--- config.mk ---
export PLATFORM = sky130hd
export DESIGN_NAME = lfsr_period_monitor
export DESIGN_NICKNAME = d
export VERILOG_FILES = /design/src/rtl/lfsr_pkg.sv /design/src/rtl/lfsr_period_monitor.sv
export SDC_FILE = /design/constraint.sdc
export NUM_CORES = 1
export LEC_CHECK = 0
export ABC_AREA = 1
export BUFFER_PORTS_ARGS = -buffer_cell sky130_fd_sc_hd__clkbuf_2
export CAP_MARGIN = 10
export CORE_UTILIZATION = 59
export CTS_CLUSTER_SIZE = 12
export DETAILED_ROUTE_END_ITERATION = 8
export PLACE_DENSITY = 0.83
export SETUP_SLACK_MARGIN = 0.1
export SLEW_MARGIN = 20
export SYNTH_ARGS = -nofsm -noshare
export SYNTH_HDL_FRONTEND = slang
export SYNTH_SLANG_ARGS = --single-unit
--- constraint.sdc ---
create_clock -name clk -period 3.15 [get_ports clk]
set_input_delay 0.1575 -clock clk [delete_from_list [all_inputs] [get_ports clk]]
set_output_delay 0.1575 -clock clk [all_outputs]
set_load 0.005 [all_outputs]
--- src/rtl/lfsr_pkg.sv ---
// -----------------------------------------------------------------------------
// lfsr_pkg
//   Shared definitions for the LFSR stage and its period monitor.
//
//   Contents:
//     mon_state_t     - monitor FSM states (IDLE, COUNT, DONE)
//     LFSR_N_DEFAULT  - default LFSR width
//     timeout_limit() - 2^n, the largest period a width-n LFSR can produce
//                       plus one; used as the monitor's runaway limit
// -----------------------------------------------------------------------------
package lfsr_pkg;

  typedef enum logic [1:0] {
    IDLE  = 2'd0,
    COUNT = 2'd1,
    DONE  = 2'd2
  } mon_state_t;

  localparam int LFSR_N_DEFAULT = 4;

  // A maximal-length width-n LFSR repeats after 2^n-1 clocks, so if the
  // starting value has not come back by 2^n clocks it never will.
  function automatic int unsigned timeout_limit(input int unsigned n);
    return 32'd1 << n;
  endfunction

endpackage

--- src/rtl/lfsr_period_monitor.sv ---
// -----------------------------------------------------------------------------
// lfsr_period_monitor
//   Measures the period of the sequence presented on lfsr_data. On an
//   accepted start the current value is captured as the reference; every
//   following clock the new sample is compared with it and the number of
//   clocks until the reference recurs is reported. All-zero samples (LFSR
//   lockup) and sequences that never return to the reference within 2^N
//   clocks are flagged instead of producing a period.
//
// Handshake: start is a level sampled on each rising edge. It is accepted
//   whenever the monitor is in IDLE or DONE (busy=0) and ignored in COUNT
//   (busy=1). Once accepted, busy stays high until the same edge that raises
//   done; done is then held with period and both error flags until the next
//   accepted start or reset. busy and done are never high together.
//
// Ports:
//   clk          in   system clock, rising edge
//   reset        in   asynchronous active-low reset
//   start        in   begin a measurement (IDLE/DONE only)
//   lfsr_data    in   [N-1:0] upstream LFSR output
//   busy         out  measurement in progress
//   done         out  result available (level)
//   period       out  [N:0] measured period; meaningful when done=1 and
//                     neither error flag is set
//   err_lockup   out  all-zero value seen at capture or while counting
//   err_timeout  out  reference not seen again within 2^N clocks
//   fsm_state    out  [1:0] current FSM state (mon_state_t encoding), for
//                     observation only
// -----------------------------------------------------------------------------
module lfsr_period_monitor
  import lfsr_pkg::*;
#(
  parameter int N = LFSR_N_DEFAULT
) (
  input  logic         clk,
  input  logic         reset,
  input  logic         start,
  input  logic [N-1:0] lfsr_data,
  output logic         busy,
  output logic         done,
  output logic [N:0]   period,
  output logic         err_lockup,
  output logic         err_timeout,
  output logic [1:0]   fsm_state
);

  localparam int       CW    = N + 1;
  localparam logic [N:0] LIMIT = CW'(timeout_limit(N));

  mon_state_t   state;
  logic [N-1:0] ref_q;
  logic [N:0]   count;

  // Compare terms for the current sample, evaluated in priority order by
  // the FSM below: lockup beats a match, a match beats the timeout.
  logic data_zero;
  logic data_match;
  logic count_at_limit;

  always_comb begin
    data_zero      = (lfsr_data == '0);
    data_match     = (lfsr_data == ref_q);
    count_at_limit = (count == LIMIT);
  end

  assign fsm_state = state;

  always_ff @(posedge clk or negedge reset) begin
    if (!reset) begin
      state       <= IDLE;
      busy        <= 1'b0;
      done        <= 1'b0;
      period      <= '0;
      err_lockup  <= 1'b0;
      err_timeout <= 1'b0;
      ref_q       <= '0;
      count       <= '0;
    end else begin
      case (state)
        IDLE, DONE: begin
          if (start) begin
            ref_q       <= lfsr_data;
            count       <= CW'(1);
            period      <= '0;
            err_timeout <= 1'b0;
            if (data_zero) begin
              // A zero seed can never leave zero; report it straight away
              // without spending any COUNT cycles.
              err_lockup <= 1'b1;
              done       <= 1'b1;
              busy       <= 1'b0;
              state      <= DONE;
            end else begin
              err_lockup <= 1'b0;
              done       <= 1'b0;
              busy       <= 1'b1;
              state      <= COUNT;
            end
          end
        end

        COUNT: begin
          if (data_zero) begin
            err_lockup <= 1'b1;
            period     <= '0;
            done       <= 1'b1;
            busy       <= 1'b0;
            state      <= DONE;
          end else if (data_match) begin
            // count holds the number of edges since capture, which is the
            // period when the reference reappears.
            period <= count;
            done   <= 1'b1;
            busy   <= 1'b0;
            state  <= DONE;
          end else if (count_at_limit) begin
            err_timeout <= 1'b1;
            period      <= '0;
            done        <= 1'b1;
            busy        <= 1'b0;
            state       <= DONE;
          end else begin
            // Stops at LIMIT via the branch above, so no wrap is possible.
            count <= count + CW'(1);
          end
        end

        default: begin
          state <= IDLE;
          busy  <= 1'b0;
          done  <= 1'b0;
        end
      endcase
    end
  end

endmodule

==> results.json <==
{
  "antenna_cells": 0,
  "die_h_um": 45.1,
  "yosys.area_share.xor_xnor_pct": 0.799,
  "worst_path_largest_cell_delay_ns": 0.50,
  "avgSynthCellArea_um2": 8.06,
  "final_area_um2": 1240,
  "start_util_pct": 63.5,
  "ant_nets": 0,
  "grt_util_all_layers_pct": 23.2,
  "syn_nets": 145,
  "synthTopCellsByArea": "dfrtp_1 43%, nand2_1 16%, inv_1 5.1%",
  "nets": 166,
  "clkTransAtPathRegs_ns": 0.11,
  "htreeDepth": 1,
  "yosys_warnings": 0,
  "drv_slew": 0,
  "clk_path_buf_depth": 2,
  "num_vias": 905,
  "clock_latency_ns": 0.30,
  "clock-sinks": 19,
  "synth_cells": 136,
  "synth_top_family_by_area": "simple AND/OR/NAND/NOR gates",
  "path_buf_inv": 1,
  "dp_hpwl_um": 1580,
  "synth_top_cell_area_share_pct": 43.4,
  "numCtsBuffers": 3,
  "grt_max_degree": 20,
  "n_fill_cell": 140,
  "worstSetupEndpointType": "flop",
  "totalWireLength_um": 2020,
  "antenna_found_initial": 0,
  "via_per_inst": 5.00,
  "crit_family": "simple AND/OR/NAND/NOR gates",
  "cts_tree": "built",
  "root_buffer": "clkbuf_4",
  "powerDensity_nw_per_um2": 789,
  "io_pins": 18,
  "hold_violations": 0,
  "die_x_um": 45.1,
  "leakagePower_nw": 0.691,
  "synth-simple-area-share_pct": 41.0,
  "drtPass1Iterations": 4,
  "post_dp_cell_area_um2": 1200,
  "period_needed_ns": 1.64,
  "synth_adder_area_share_pct": 2.28,
  "cp_common_cell": "nand2_1",
  "fp-row-count": 15,
  "max_freq_mhz": 611,
  "io_buffers": 17,
  "synth.most_common_cell": "nand2_1",
  "status": "completed",
  "path_class": "flop to flop",
  "yosys.area.top_type": "dfrtp_1",
  "synth_compound_area_share_pct": 4.00,
  "rsz0062_at_grt": "false",
  "timing.final.crit_share_pct": 51.9,
  "synth_cell_type_count": 22,
  "drc": 0,
  "core_area_um2": 1730,
  "netlist_top_cells_count": "47 x nand2_1, 19 x dfrtp_1, 15 x inv_1, 9 x nand3_1",
  "cts.repair.resized": 0,
  "routabilityCongestion": 0.878,
  "synth_mux_area_share_pct": 0,
  "area_growth_pct": 13.0,
  "min_path_type": "input pin to flop",
  "setup_viol": 0,
  "path_cells": "nor2_1 > inv_1 > nand2_1 > nand2_4 > nand2_1 > nand2_1",
  "synth_edf_count": 0,
  "crit_slowest_cell": "nor2_1",
  "drt-wirelength-per-cell_um": 11.2,
  "drt-initial-drc-count": 13,
  "ys_ff_latch": 19,
  "ys.flop_type": "dfrtp_1",
  "grt_pass1_wl_um": 3350,
  "grt_pass1_vias": 818,
  "fin_setup_tns_ns": 0,
  "crit_required_ns": 3.35,
  "peakVddDrop_mv": 0.437,
  "cap_violations": 0,
  "critPathLaunchType": "flop",
  "fin_skew_ns": 0.00671,
  "layout-drive-gt1-share_pct": 27.6,
  "crit_arrival_ns": 1.84,
  "seq_area_frac_synth_pct": 43.4,
  "tightest_slew_ns": 0.615,
  "crit_fanout": 11,
  "die_area_um2": 2030,
  "grt.overflow.total": 0,
  "async_reset_ff_share_pct": 100,
  "relSlewSlack_pct": 58.9,
  "synth_area_um2": 1100
}
==> cell usage in the layout (no fill, tap or decap) <==
cell,Yosys,final
a21oi_1,1,1
clkbuf_2,0,17
clkbuf_4,0,3
clkinv_1,1,1
clkinv_2,0,1
dfrtp_1,19,19
dlygate4sd3_1,0,1
ha_1,2,2
inv_1,15,15
inv_2,6,6
nand2_1,47,47
nand2_2,5,5
nand2_4,2,2
nand3_1,9,9
nand3_2,1,1
nand3_4,2,2
nand4_1,5,5
nand4_4,1,1
nor2_1,6,6
nor2_4,3,3
nor2_8,1,1
o21ai_0,6,6
o21ai_2,1,1
xnor2_1,1,1
==> cells by family after synthesis <==
family / after synthesis
AOI/OAI and AO/OA: 8
xor gates and xnor gates: 1
adders and majority gates: 2
buffers and inverters: 24
DFF: 19
and+or+nand+nor: 82
==> cell type report <==
class | instances | area [um2] | area share (%)
sequential | 19 | 475 | 38.4
clock inverter | 1 | 5.00 | 0.404
clock buffer | 3 | 22.5 | 1.82
tap | 25 | 31.3 | 2.53
timing repair buffer | 18 | 95.1 | 7.68
inverter | 22 | 82.6 | 6.67
multi-input combinational | 93 | 527 | 42.5
==> state kept, by name, summed over array words and instances (netlist names) <==
name and cells:
done 1, busy 1, count 5, period 5, ref_q 4, err_timeout 1, err_lockup 1, fsm_state 1
==> per-layer routing <==
metal	up-vias	GRT usage (%)	wire, um
met3	5	3.60	47
met2	15	36.2	961
met5	-	0	0
li1	469	-	-
met1	416	31.5	973
met4	0	10.9	42
==> per-stage QoR <==
step | utilization, % | worst slack (ns) | hold WS (ns) | total power, mW | instances
floorplan | - | 1.91 | -0.138 | 0.746 | 136
finish | 71.7 | 1.51 | 0.0923 | 0.977 | 181
detailed placement | 69.6 | 1.53 | 0.135 | 0.858 | 176
global route | 71.7 | 1.29 | 0.113 | 1.06 | 181
CTS | 71.7 | 1.52 | 0.0880 | 0.982 | 181
global placement | 69.6 | 1.60 | 0.130 | 0.837 | 176
==> worst reg2reg max path: stages, from the launching register on <==
cell     delay, ns
dfrtp_1       0.42
nor2_1        0.50
inv_1         0.21
nand2_1       0.21
nand2_4       0.09
nand2_1       0.06
nand2_1       0.04
==> final timing paths <==
path	cells after the start	start	end	slack (ns)
max in group asynchronous	2	reset	count[4]	2.50
worst min-delay path	3	lfsr_data[0]	ref_q[0]	0.09
worst max-delay path	6	fsm_state[0]	period[4]	1.51
min in group asynchronous	2	reset	ref_q[0]	0.32
worst min register to register	2	period[0]	period[0]	0.48
worst max register to register	6	fsm_state[0]	period[4]	1.51
==> where the power goes <==
part           internal [mW]  total [mW]  switching, mW
registers              0.315       0.389         0.0730
clock network         0.0474       0.125         0.0776
logic                  0.173       0.464          0.290
total                  0.536       0.977          0.441
==> timing repair <==
item	in CTS	in global routing
endpoints found under the hold margin	19	0
hold buffers	1	0
buffers inserted	0	0
No activity file was read; power rests on OpenSTA's default activity.
